$ cat config.mk
export PLATFORM = sky130hd
export DESIGN_NAME = plus_int_ctrl_flat
export DESIGN_NICKNAME = d
export VERILOG_FILES = /design/src/rtl/plus_int_ctrl_if.sv /design/src/rtl/plus_int_ctrl.sv /design/src/flat_wrapper.sv
export SDC_FILE = /design/constraint.sdc
export NUM_CORES = 1
export LEC_CHECK = 0
export BUFFER_PORTS_ARGS = -buffer_cell sky130_fd_sc_hd__buf_2
export CAP_MARGIN = 20
export CORE_AREA = 2 2 95 97
export CTS_BUF_LIST = sky130_fd_sc_hd__clkbuf_16
export DETAILED_ROUTE_END_ITERATION = 7
export DIE_AREA = 0 0 97 99
export PLACE_DENSITY = 0.54
export SLEW_MARGIN = 20
export SYNTH_ARGS = -nofsm -noshare
export SYNTH_HDL_FRONTEND = slang
export SYNTH_SLANG_ARGS = --single-unit
$ cat constraint.sdc
create_clock -name clk -period 3.4 [get_ports clk]
set_clock_uncertainty 0.05 [all_clocks]
set_input_delay 0.17 -clock clk [delete_from_list [all_inputs] [get_ports clk]]
set_output_delay 0.17 -clock clk [all_outputs]
set_load 0.05 [all_outputs]
$ cat src/rtl/plus_int_ctrl_if.sv
// Bus between the Plus interrupt controller and the Gate-Array, CPU and DMA logic.
// The slave modport is the controller's view and the master modport is the driver's view.
interface plus_int_ctrl_if #(
    parameter int NUM_DMA = 3,
    parameter int LINE_W  = 8
);
    logic              hsync_i;
    logic              vsync_i;
    logic              pri_wr;
    logic [LINE_W-1:0] pri_line_i;
    logic              ivr_wr;
    logic [7:0]        ivr_i;
    logic [NUM_DMA-1:0] dma_irq;
    logic              int_enable;
    logic              cpu_ack;
    logic              int_n;
    logic [7:0]        vector;
    logic [NUM_DMA:0]  pending;

    modport master (
        output hsync_i, vsync_i, pri_wr, pri_line_i, ivr_wr, ivr_i,
               dma_irq, int_enable, cpu_ack,
        input  int_n, vector, pending
    );

    modport slave (
        input  hsync_i, vsync_i, pri_wr, pri_line_i, ivr_wr, ivr_i,
               dma_irq, int_enable, cpu_ack,
        output int_n, vector, pending
    );
endinterface

$ cat src/rtl/plus_int_ctrl.sv
// Plus raster/frame and DMA interrupt controller with IM2 vector generation.
// pending[0] is raster/frame and pending[k] is DMA channel k-1. The frame timer is a down-counter.
module plus_int_ctrl #(
    parameter int CLK_FREQ_HZ    = 32_000_000,
    parameter int FRAME_DELAY_US = 52,
    parameter int NUM_DMA        = 3,
    parameter int LINE_W         = 8
) (
    input logic          clk,
    input logic          reset,
    plus_int_ctrl_if.slave bus
);
    localparam int FRAME_TICKS = CLK_FREQ_HZ / 1_000_000 * FRAME_DELAY_US;
    localparam int TMR_W       = (FRAME_TICKS > 1) ? $clog2(FRAME_TICKS + 1) : 1;
    localparam logic [TMR_W-1:0] TMR_LOAD = TMR_W'(FRAME_TICKS);
    localparam int PW          = NUM_DMA + 1;

    logic              hsync_s, hsync_p;
    logic              vsync_s, vsync_p;
    logic              ack_s, ack_p;
    logic [LINE_W-1:0] line_cnt;
    logic [LINE_W-1:0] pri_line;
    logic [7:0]        ivr;
    logic [TMR_W-1:0]  timer;
    logic              raster_hit;
    logic [PW-1:0]     pending;
    logic              int_n_q;
    logic [7:0]        vector_q;

    logic              hsync_fall, vsync_fall, ack_rise;
    logic              frame_mode, pri_cancel, frame_fire, raster_next;
    logic [PW-1:0]     win, set_v, clr_v, pending_nxt;
    logic [1:0]        ack_code;
    logic              found;
    logic [TMR_W-1:0]  timer_nxt;

    assign hsync_fall = hsync_p & ~hsync_s;
    assign vsync_fall = vsync_p & ~vsync_s;
    assign ack_rise   = ack_s & ~ack_p;

    assign frame_mode = (pri_line == '0);
    assign pri_cancel = bus.pri_wr & (bus.pri_line_i != '0);

    // A reload or a non-zero pri_line write in the final cycle aborts the count.
    assign frame_fire = frame_mode & ~pri_cancel & ~vsync_fall & (timer == TMR_W'(1));

    // Only the HSYNC edge that moves line_cnt onto pri_line hits, so a saturated counter cannot retrigger.
    assign raster_next = hsync_fall & ~vsync_fall & ~frame_mode &
                         (line_cnt != '1) & ((line_cnt + LINE_W'(1)) == pri_line);

    always_comb begin
        win      = '0;
        ack_code = 2'b00;
        found    = pending[0];
        if (pending[0]) begin
            win[0] = 1'b1;
        end
        // Highest DMA index wins. Channel k-1 uses code 3-(k-1).
        for (int k = NUM_DMA; k >= 1; k--) begin
            if (!found && pending[k]) begin
                found    = 1'b1;
                win[k]   = 1'b1;
                ack_code = 2'(4 - k);
            end
        end
    end

    always_comb begin
        set_v            = '0;
        set_v[0]         = frame_fire | raster_hit;
        set_v[PW-1:1]    = bus.dma_irq;
        clr_v            = ack_rise ? win : '0;
        pending_nxt      = (pending & ~clr_v) | set_v;
    end

    always_comb begin
        timer_nxt = timer;
        if (pri_cancel || !frame_mode) begin
            timer_nxt = '0;
        end else if (vsync_fall) begin
            timer_nxt = TMR_LOAD;
        end else if (timer != '0) begin
            timer_nxt = timer - TMR_W'(1);
        end
    end

    always_ff @(posedge clk) begin
        if (reset) begin
            hsync_s    <= 1'b0;
            hsync_p    <= 1'b0;
            vsync_s    <= 1'b0;
            vsync_p    <= 1'b0;
            ack_s      <= 1'b0;
            ack_p      <= 1'b0;
            line_cnt   <= '0;
            pri_line   <= '0;
            ivr        <= 8'h00;
            timer      <= '0;
            raster_hit <= 1'b0;
            pending    <= '0;
            int_n_q    <= 1'b1;
            vector_q   <= 8'h00;
        end else begin
            hsync_s    <= bus.hsync_i;
            hsync_p    <= hsync_s;
            vsync_s    <= bus.vsync_i;
            vsync_p    <= vsync_s;
            ack_s      <= bus.cpu_ack;
            ack_p      <= ack_s;

            if (vsync_fall) begin
                line_cnt <= '0;
            end else if (hsync_fall && line_cnt != '1) begin
                line_cnt <= line_cnt + LINE_W'(1);
            end

            if (bus.pri_wr) begin
                pri_line <= bus.pri_line_i;
            end
            if (bus.ivr_wr) begin
                ivr <= bus.ivr_i;
            end

            timer      <= timer_nxt;
            raster_hit <= raster_next;
            pending    <= pending_nxt;
            int_n_q    <= ~((|pending) & bus.int_enable);

            if (ack_rise) begin
                vector_q <= {ivr[7:3], ack_code, 1'b0};
            end
        end
    end

    assign bus.int_n   = int_n_q;
    assign bus.vector  = vector_q;
    assign bus.pending = pending;
endmodule

$ cat src/flat_wrapper.sv
// flat-port wrapper written by rule: the top's interface ports become plain ports
module plus_int_ctrl_flat 
#(
    parameter int CLK_FREQ_HZ    = 32_000_000,
    parameter int FRAME_DELAY_US = 52,
    parameter int NUM_DMA        = 3,
    parameter int LINE_W         = 8
)
  (clk, reset, bus_hsync_i, bus_vsync_i, bus_pri_wr, bus_pri_line_i, bus_ivr_wr, bus_ivr_i, bus_dma_irq, bus_int_enable, bus_cpu_ack, bus_int_n, bus_vector, bus_pending);
  plus_int_ctrl_if #(.NUM_DMA(NUM_DMA), .LINE_W(LINE_W)) bus_i ();
  input logic clk;
  input logic reset;
  input wire logic [$bits(bus_i.hsync_i)-1:0] bus_hsync_i;
  input wire logic [$bits(bus_i.vsync_i)-1:0] bus_vsync_i;
  input wire logic [$bits(bus_i.pri_wr)-1:0] bus_pri_wr;
  input wire logic [$bits(bus_i.pri_line_i)-1:0] bus_pri_line_i;
  input wire logic [$bits(bus_i.ivr_wr)-1:0] bus_ivr_wr;
  input wire logic [$bits(bus_i.ivr_i)-1:0] bus_ivr_i;
  input wire logic [$bits(bus_i.dma_irq)-1:0] bus_dma_irq;
  input wire logic [$bits(bus_i.int_enable)-1:0] bus_int_enable;
  input wire logic [$bits(bus_i.cpu_ack)-1:0] bus_cpu_ack;
  output wire logic [$bits(bus_i.int_n)-1:0] bus_int_n;
  output wire logic [$bits(bus_i.vector)-1:0] bus_vector;
  output wire logic [$bits(bus_i.pending)-1:0] bus_pending;
  assign bus_i.hsync_i = bus_hsync_i;
  assign bus_i.vsync_i = bus_vsync_i;
  assign bus_i.pri_wr = bus_pri_wr;
  assign bus_i.pri_line_i = bus_pri_line_i;
  assign bus_i.ivr_wr = bus_ivr_wr;
  assign bus_i.ivr_i = bus_ivr_i;
  assign bus_i.dma_irq = bus_dma_irq;
  assign bus_i.int_enable = bus_int_enable;
  assign bus_i.cpu_ack = bus_cpu_ack;
  assign bus_int_n = bus_i.int_n;
  assign bus_vector = bus_i.vector;
  assign bus_pending = bus_i.pending;
  plus_int_ctrl #(.CLK_FREQ_HZ(CLK_FREQ_HZ), .FRAME_DELAY_US(FRAME_DELAY_US), .NUM_DMA(NUM_DMA), .LINE_W(LINE_W)) u_core (.clk(clk), .reset(reset), .bus(bus_i));
endmodule
* Yosys cells after proc, flatten, opt, wreduce, memory -nomap -nowiden
Cells that the tools add are included. W data, S select, Z words.
Cells by class: $add $sub $neg 2, equal/unequal tests 3, muxes and demuxes 12, bitwise logic cells 23, reduce and logical (&&, ||, !) cells 17
Operator list (count):
- $mux W11 | 2
- $and A1 B1 Y1 | 12
- $eq A11 B1 Y1 const B | 1
- $reduce_bool A11 Y1 | 1
- $sub A11 B1 Y11 const B | 1
- $add A8 B1 Y8 const B | 1
- $eq A8 B8 Y1 | 1
- $logic_not A8 Y1 | 1
- $ne A8 B8 Y1 const B | 1
- $reduce_bool A8 Y1 | 1
- $mux W1 | 7
- $not A1 Y1 | 7
- $and A4 B4 Y4 | 1
- $logic_and A1 B1 Y1 | 4
- $logic_not A1 Y1 | 4
- $mux W2 | 2
- $mux W4 | 1
- $not A4 Y4 | 1
- $or A4 B4 Y4 | 1
- $reduce_or A2 Y1 | 2
- $reduce_or A4 Y1 | 1
- $reduce_or A3 Y1 | 1
- $reduce_bool A2 Y1 | 1
- $logic_or A1 B1 Y1 | 1
- $or A1 B1 Y1 | 1
Storage, ports and cells: register bits after elaboration 54

* Longest topological paths before layout
depth after elaboration 13, mapped depth 7, depth with buffers taken out 6

* Least setup slack after synthesis
OpenSTA, ideal clock, no wires.
path kind register -> register, from reg u_core.line_cnt[0], to reg u_core.line_cnt[6], data arrival time 1.425 ns, setup slack 1.799 ns, stages on the path, launching flop included 7, clock period less this slack 1.601 ns, path through dfxtp_1 ha_1 buf_2 nand2_1 or4_1 o21ai_1 nor2_1
On the way: cells in the longest elaborated chain, start to end 2
RTL lines:
- from (decl) | line plus_int_ctrl.sv:21 | logic [LINE_W-1:0] line_cnt;
- from (signal assigned) | line plus_int_ctrl.sv:114 | line_cnt <= line_cnt + LINE_W'(1);
- branches (longest 2 deep; another with $add A8 B1 Y8)
Parallel ways; which one is timed is not known. A chain may end at the register's enable or synchronous reset.

* Final worst setup path
from reg u_core.line_cnt[0], to reg u_core.raster_hit
On the way: cells in the longest elaborated chain, start to end 3
RTL lines:
- $add A8 B1 Y8 or $ne A8 B8 Y1 (tied branches) | line plus_int_ctrl.sv:49 | (line_cnt != '1) & ((line_cnt + LINE_W'(1)) == pri_line);
- $eq A8 B8 Y1 or $and A1 B1 Y1 (tied branches) | line plus_int_ctrl.sv:49, plus_int_ctrl.sv:48
- $and A1 B1 Y1 (*) | line plus_int_ctrl.sv:49
- to (signal assigned) | line plus_int_ctrl.sv:125 | raster_hit <= raster_next;
- to (decl) | line plus_int_ctrl.sv:25 | logic raster_hit;
Mark *: on every way between the ends. The rest lies on a longest branch, timed or not.

==> summary.txt <==
Placed design
  – PortBufs: 35
  – Setup WS pre-CTS: 1.528 ns
  – RD Place Congestion: between 0.7 and 0.8
  – Final HPWL DP: ~3200 um

Drt
  – Vias per inst: 4.528
  – Initial drt markers: 63
  – WL final: 4514 um
  – Vias: around 1,800
  – Per-cell routed wire length: ~11 um
  – Routed Antenna Nets: 0
  – DRC viols: 0
  – First-pass iteration count of the detailed router: 4

Clocking
  – Hold_buf cts: 0
  – Longest Clk Path Bufs: 2
  – Clk Latency, worst-skew pair: just under 0.3 ns
  – Worst-path clk slew: around 0.070 ns
  – Clock Sinks: between 50 and 60
  – TritonCTS Buffers: 5
  – H-tree depth: 2
  – Clock root cell: clkbuf_16
  – CTS tree: yes
  – Post-CTS setup repair buffer count: 0
  – Post-cts sizing count: 0

Pwr
  – Pleak: 1.092 nW
  – Logic pwr share: 9.6%
  – Power Density: about 480 nW/um2
  – Clk pwr share: a little over two fifths
  – Net Sw Frac: roughly a quarter
  – P_sw: between 0.3 and 0.4 mW
  – Reg power frac: between 40% and 50%
  – Internal: ~1.0 mW
  – Peak supply drop: 0.2688 mV

Floorplanning
  – Die height: 99 um
  – Die W: 97 um
  – Io pins: 40
  – Rows: 34
  – Initial Utilization: 27.70%
  – CORE AREA: between 8000 and 9000 um2
  – Die area: about 9600 um2

Final layout
  – Layout cell share with drive strength beyond 1: just over 20%
  – Diode count: 0
  – Commonest non-fill, non-tap cell in the layout: dfxtp_1
  – Filler cells: just over 900
  – Commonest non-fill, non-tap cells in the layout: dfxtp_1 (51), nor2_1 (35), buf_2 (35)
  – Final nets: 318
  – Syn-to-layout area delta: 16.59%

Worst setup path
  – Critical path, cell by cell: ha_1 -> and3b_1 -> o221ai_1 -> o21ai_0 -> o41ai_1 -> nor4b_1
  – FF-to-FF setup slack: 1.51 ns
  – FF-to-FF End: u_core.raster_hit$_SDFF_PP0_
  – Crit path kind: reg2reg
  – Reg2Reg Depth: 6
  – Crit end category: flop
  – Crit-path slowest cell: ha_1
  – Crit-path leading delay family: adder cells
  – Worst setup SP type: flop
  – RR Startpoint: u_core.line_cnt[0]$_SDFFE_PP0P_
  – Max incr delay on CP: roughly 0.49 ns
  – Buf/Inv on CP: 0
  – Crit Path Max Fanout: 11
  – Worst Path Required: ~3.5 ns
  – Critical Path AT: between 2 and 2.5 ns

Outcome
  – Status: complete, no violations

STA
  – Setup TNS Final: 0 ns
  – Final setup viols: 0
  – Period minus WS final: 1.893 ns
  – Period utilisation layout: 55.67%
  – Worst Max-Slew Pin Slew: 0.6032 ns
  – PnR worst setup slack: around 1.5 ns
  – Slew margin rel.: 59.79%
  – Max-slew violations: 0
  – RSZ-0062 raised after global routing: no
  – F_max: ~530 MHz
  – Final hold vios: 0

Run
  – Maxcap violations: 0

GRT
  – Met1 Resource Use GR: ~13%
  – GRT Util Overall: 9.664%
  – First-pass GRT wire length: between 7000 and 8000 um
  – Pin count of the biggest net entering global routing: 34
  – Gr busiest metal: met2
  – Initial antenna violation count: 0
  – Met3 usage: under 10%
  – Vias in the first global route: between 1,500 and 2,000
  – GR Util met2: between 10% and 20%
  – Grt ovf: 0

Logic synthesis
  – EDFF count, synth: 0
  – Synth Instances: around 260
  – Main synth FF type: dfxtp_1
  – Total number of yosys warnings: 0
  – Ys async rst share: 0%
  – Syn Area/Cell: between 9 and 10 um2
  – #FFs+latches synth: 51
  – Syn Std Cell Area: about 2400 um2
  – Net Count, Synth: 290
  – Sequential share of the synthesized area: 43.11%
  – Synth cell types: just under 50

Worst hold path
  – Hold Crit Endpoint: u_core.bus.int_n$_SDFF_PP1_
  – WHS Path Cells: 2
  – Worst hold path type: in2reg
  – HP Start: bus_int_enable
## synthesized netlist by cell type (2+ instances only)
library cell  number  share of area, %
or3_1              2              0.53
buf_4              3              0.95
nor4_2             3               1.6
and3_1             2              0.53
ha_1               4               2.1
a21oi_1           16               3.4
buf_2              2              0.42
inv_1              7               1.1
nor2_1            35               5.5
clkbuf_1           6              0.95
nor4_1             3              0.79
o21ai_0            4              0.85
nand2_1           23               3.6
o41ai_1            2              0.74
nand4_1            5               1.3
a21oi_2            2              0.74
o21ai_1            2              0.42
buf_6              3               1.4
mux2i_1           15               6.3
dfxtp_1           51                43
nand3_1            5               1.1
nor2b_1            7               1.8
nand2b_1           5               1.3
xnor2_1           12               4.4
nor3_1             4              0.85
or4_1              3              0.95
xor2_1             9               3.3
nand3b_1           3              0.95
## flip-flops by register name, summed over array words and instances (netlist names)
signal,count
u_core.bus.pending,4
u_core.ivr,5
u_core.pri_line,8
u_core.hsync_p,1
u_core.vsync_s,1
u_core.ack_s,1
u_core.raster_hit,1
u_core.ack_p,1
u_core.timer,11
u_core.line_cnt,8
u_core.bus.int_n,1
u_core.bus.vector,7
u_core.hsync_s,1
u_core.vsync_p,1
## routing by layer
layer | vias up | wire (um)
met3 | 4 | 156
met2 | 32 | 2027
met4 | 0 | 60
met5 | - | 0
li1 | 946 | -
met1 | 811 | 2270
## layout make-up
class | instances | area, um2 | area share (%)
Clock inverter | 3 | 46.29 | 1.676
Multi-Input combinational cell | 187 | 1232 | 44.63
Inverter | 7 | 26.28 | 0.9515
Sequential cell | 51 | 1021 | 36.97
Tap cell | 108 | 135.1 | 4.894
Timing Repair Buffer | 35 | 175.2 | 6.343
Clock buffer | 5 | 125.1 | 4.531
## cell families after synthesis
family                     count (synthesis)  synth area share, %
AOI/OAI and AO/OA                         37                11.25
buffers and inverters                     21                4.860
xor gates and xnor gates                  21                7.766
muxes                                     15                6.339
DFF                                       51                43.11
adders and majority gates                  4                2.113
other                                      1               0.1583
and+or+nand+nor                          109                24.41
## worst max-delay path by stage
| stage | endpoint | slack, ns | start | cells after the start |
|---|---|---|---|---|
| global route | u_core.raster_hit$_SDFF_PP0_ | 1.22 | u_core.line_cnt[0]$_SDFFE_PP0P_ | 6 |
| detailed placement | u_core.raster_hit$_SDFF_PP0_ | 1.53 | u_core.line_cnt[0]$_SDFFE_PP0P_ | 6 |
| finish | u_core.raster_hit$_SDFF_PP0_ | 1.51 | u_core.line_cnt[0]$_SDFFE_PP0P_ | 6 |
| floorplan | u_core.line_cnt[6]$_SDFFE_PP0P_ | 1.80 | u_core.line_cnt[0]$_SDFFE_PP0P_ | 6 |
| global placement | u_core.raster_hit$_SDFF_PP0_ | 1.54 | u_core.line_cnt[0]$_SDFFE_PP0P_ | 6 |
| CTS | u_core.raster_hit$_SDFF_PP0_ | 1.50 | u_core.line_cnt[0]$_SDFFE_PP0P_ | 6 |
## through the flow
stage | hold WS (ns) | instances | power (mW) | utilization (%) | area (um2)
2_1_floorplan | 0.1916 | 259 | 0.7440 | - | 2369
3_3_place_gp | 0.3146 | 388 | 0.7752 | 30.29 | 2590
3_5_place_dp | 0.3158 | 388 | 0.7771 | 30.29 | 2590
4_1_cts | 0.01470 | 396 | 1.353 | 32.29 | 2761
5_1_grt | 0.02080 | 396 | 1.391 | 32.29 | 2761
6_report | 0.01676 | 396 | 1.336 | 32.29 | 2761
## worst register-to-register path, cell delays in order, from the launching register on
cell      delay, ns
dfxtp_1        0.42
ha_1           0.49
and3b_1        0.24
o221ai_1       0.11
o21ai_0        0.12
o41ai_1        0.13
nor4b_1        0.25
## power by group through the flow
stage / combinational [mW] / sequential [mW] / clock, mW
after floorplan: 0.0795 / 0.665 / 0
after CTS: 0.130 / 0.634 / 0.589
after global placement: 0.128 / 0.647 / 0
after global routing: 0.143 / 0.637 / 0.610
after detailed placement: 0.129 / 0.648 / 0
final: 0.128 / 0.634 / 0.574
No activity file was read; power rests on OpenSTA's default activity.
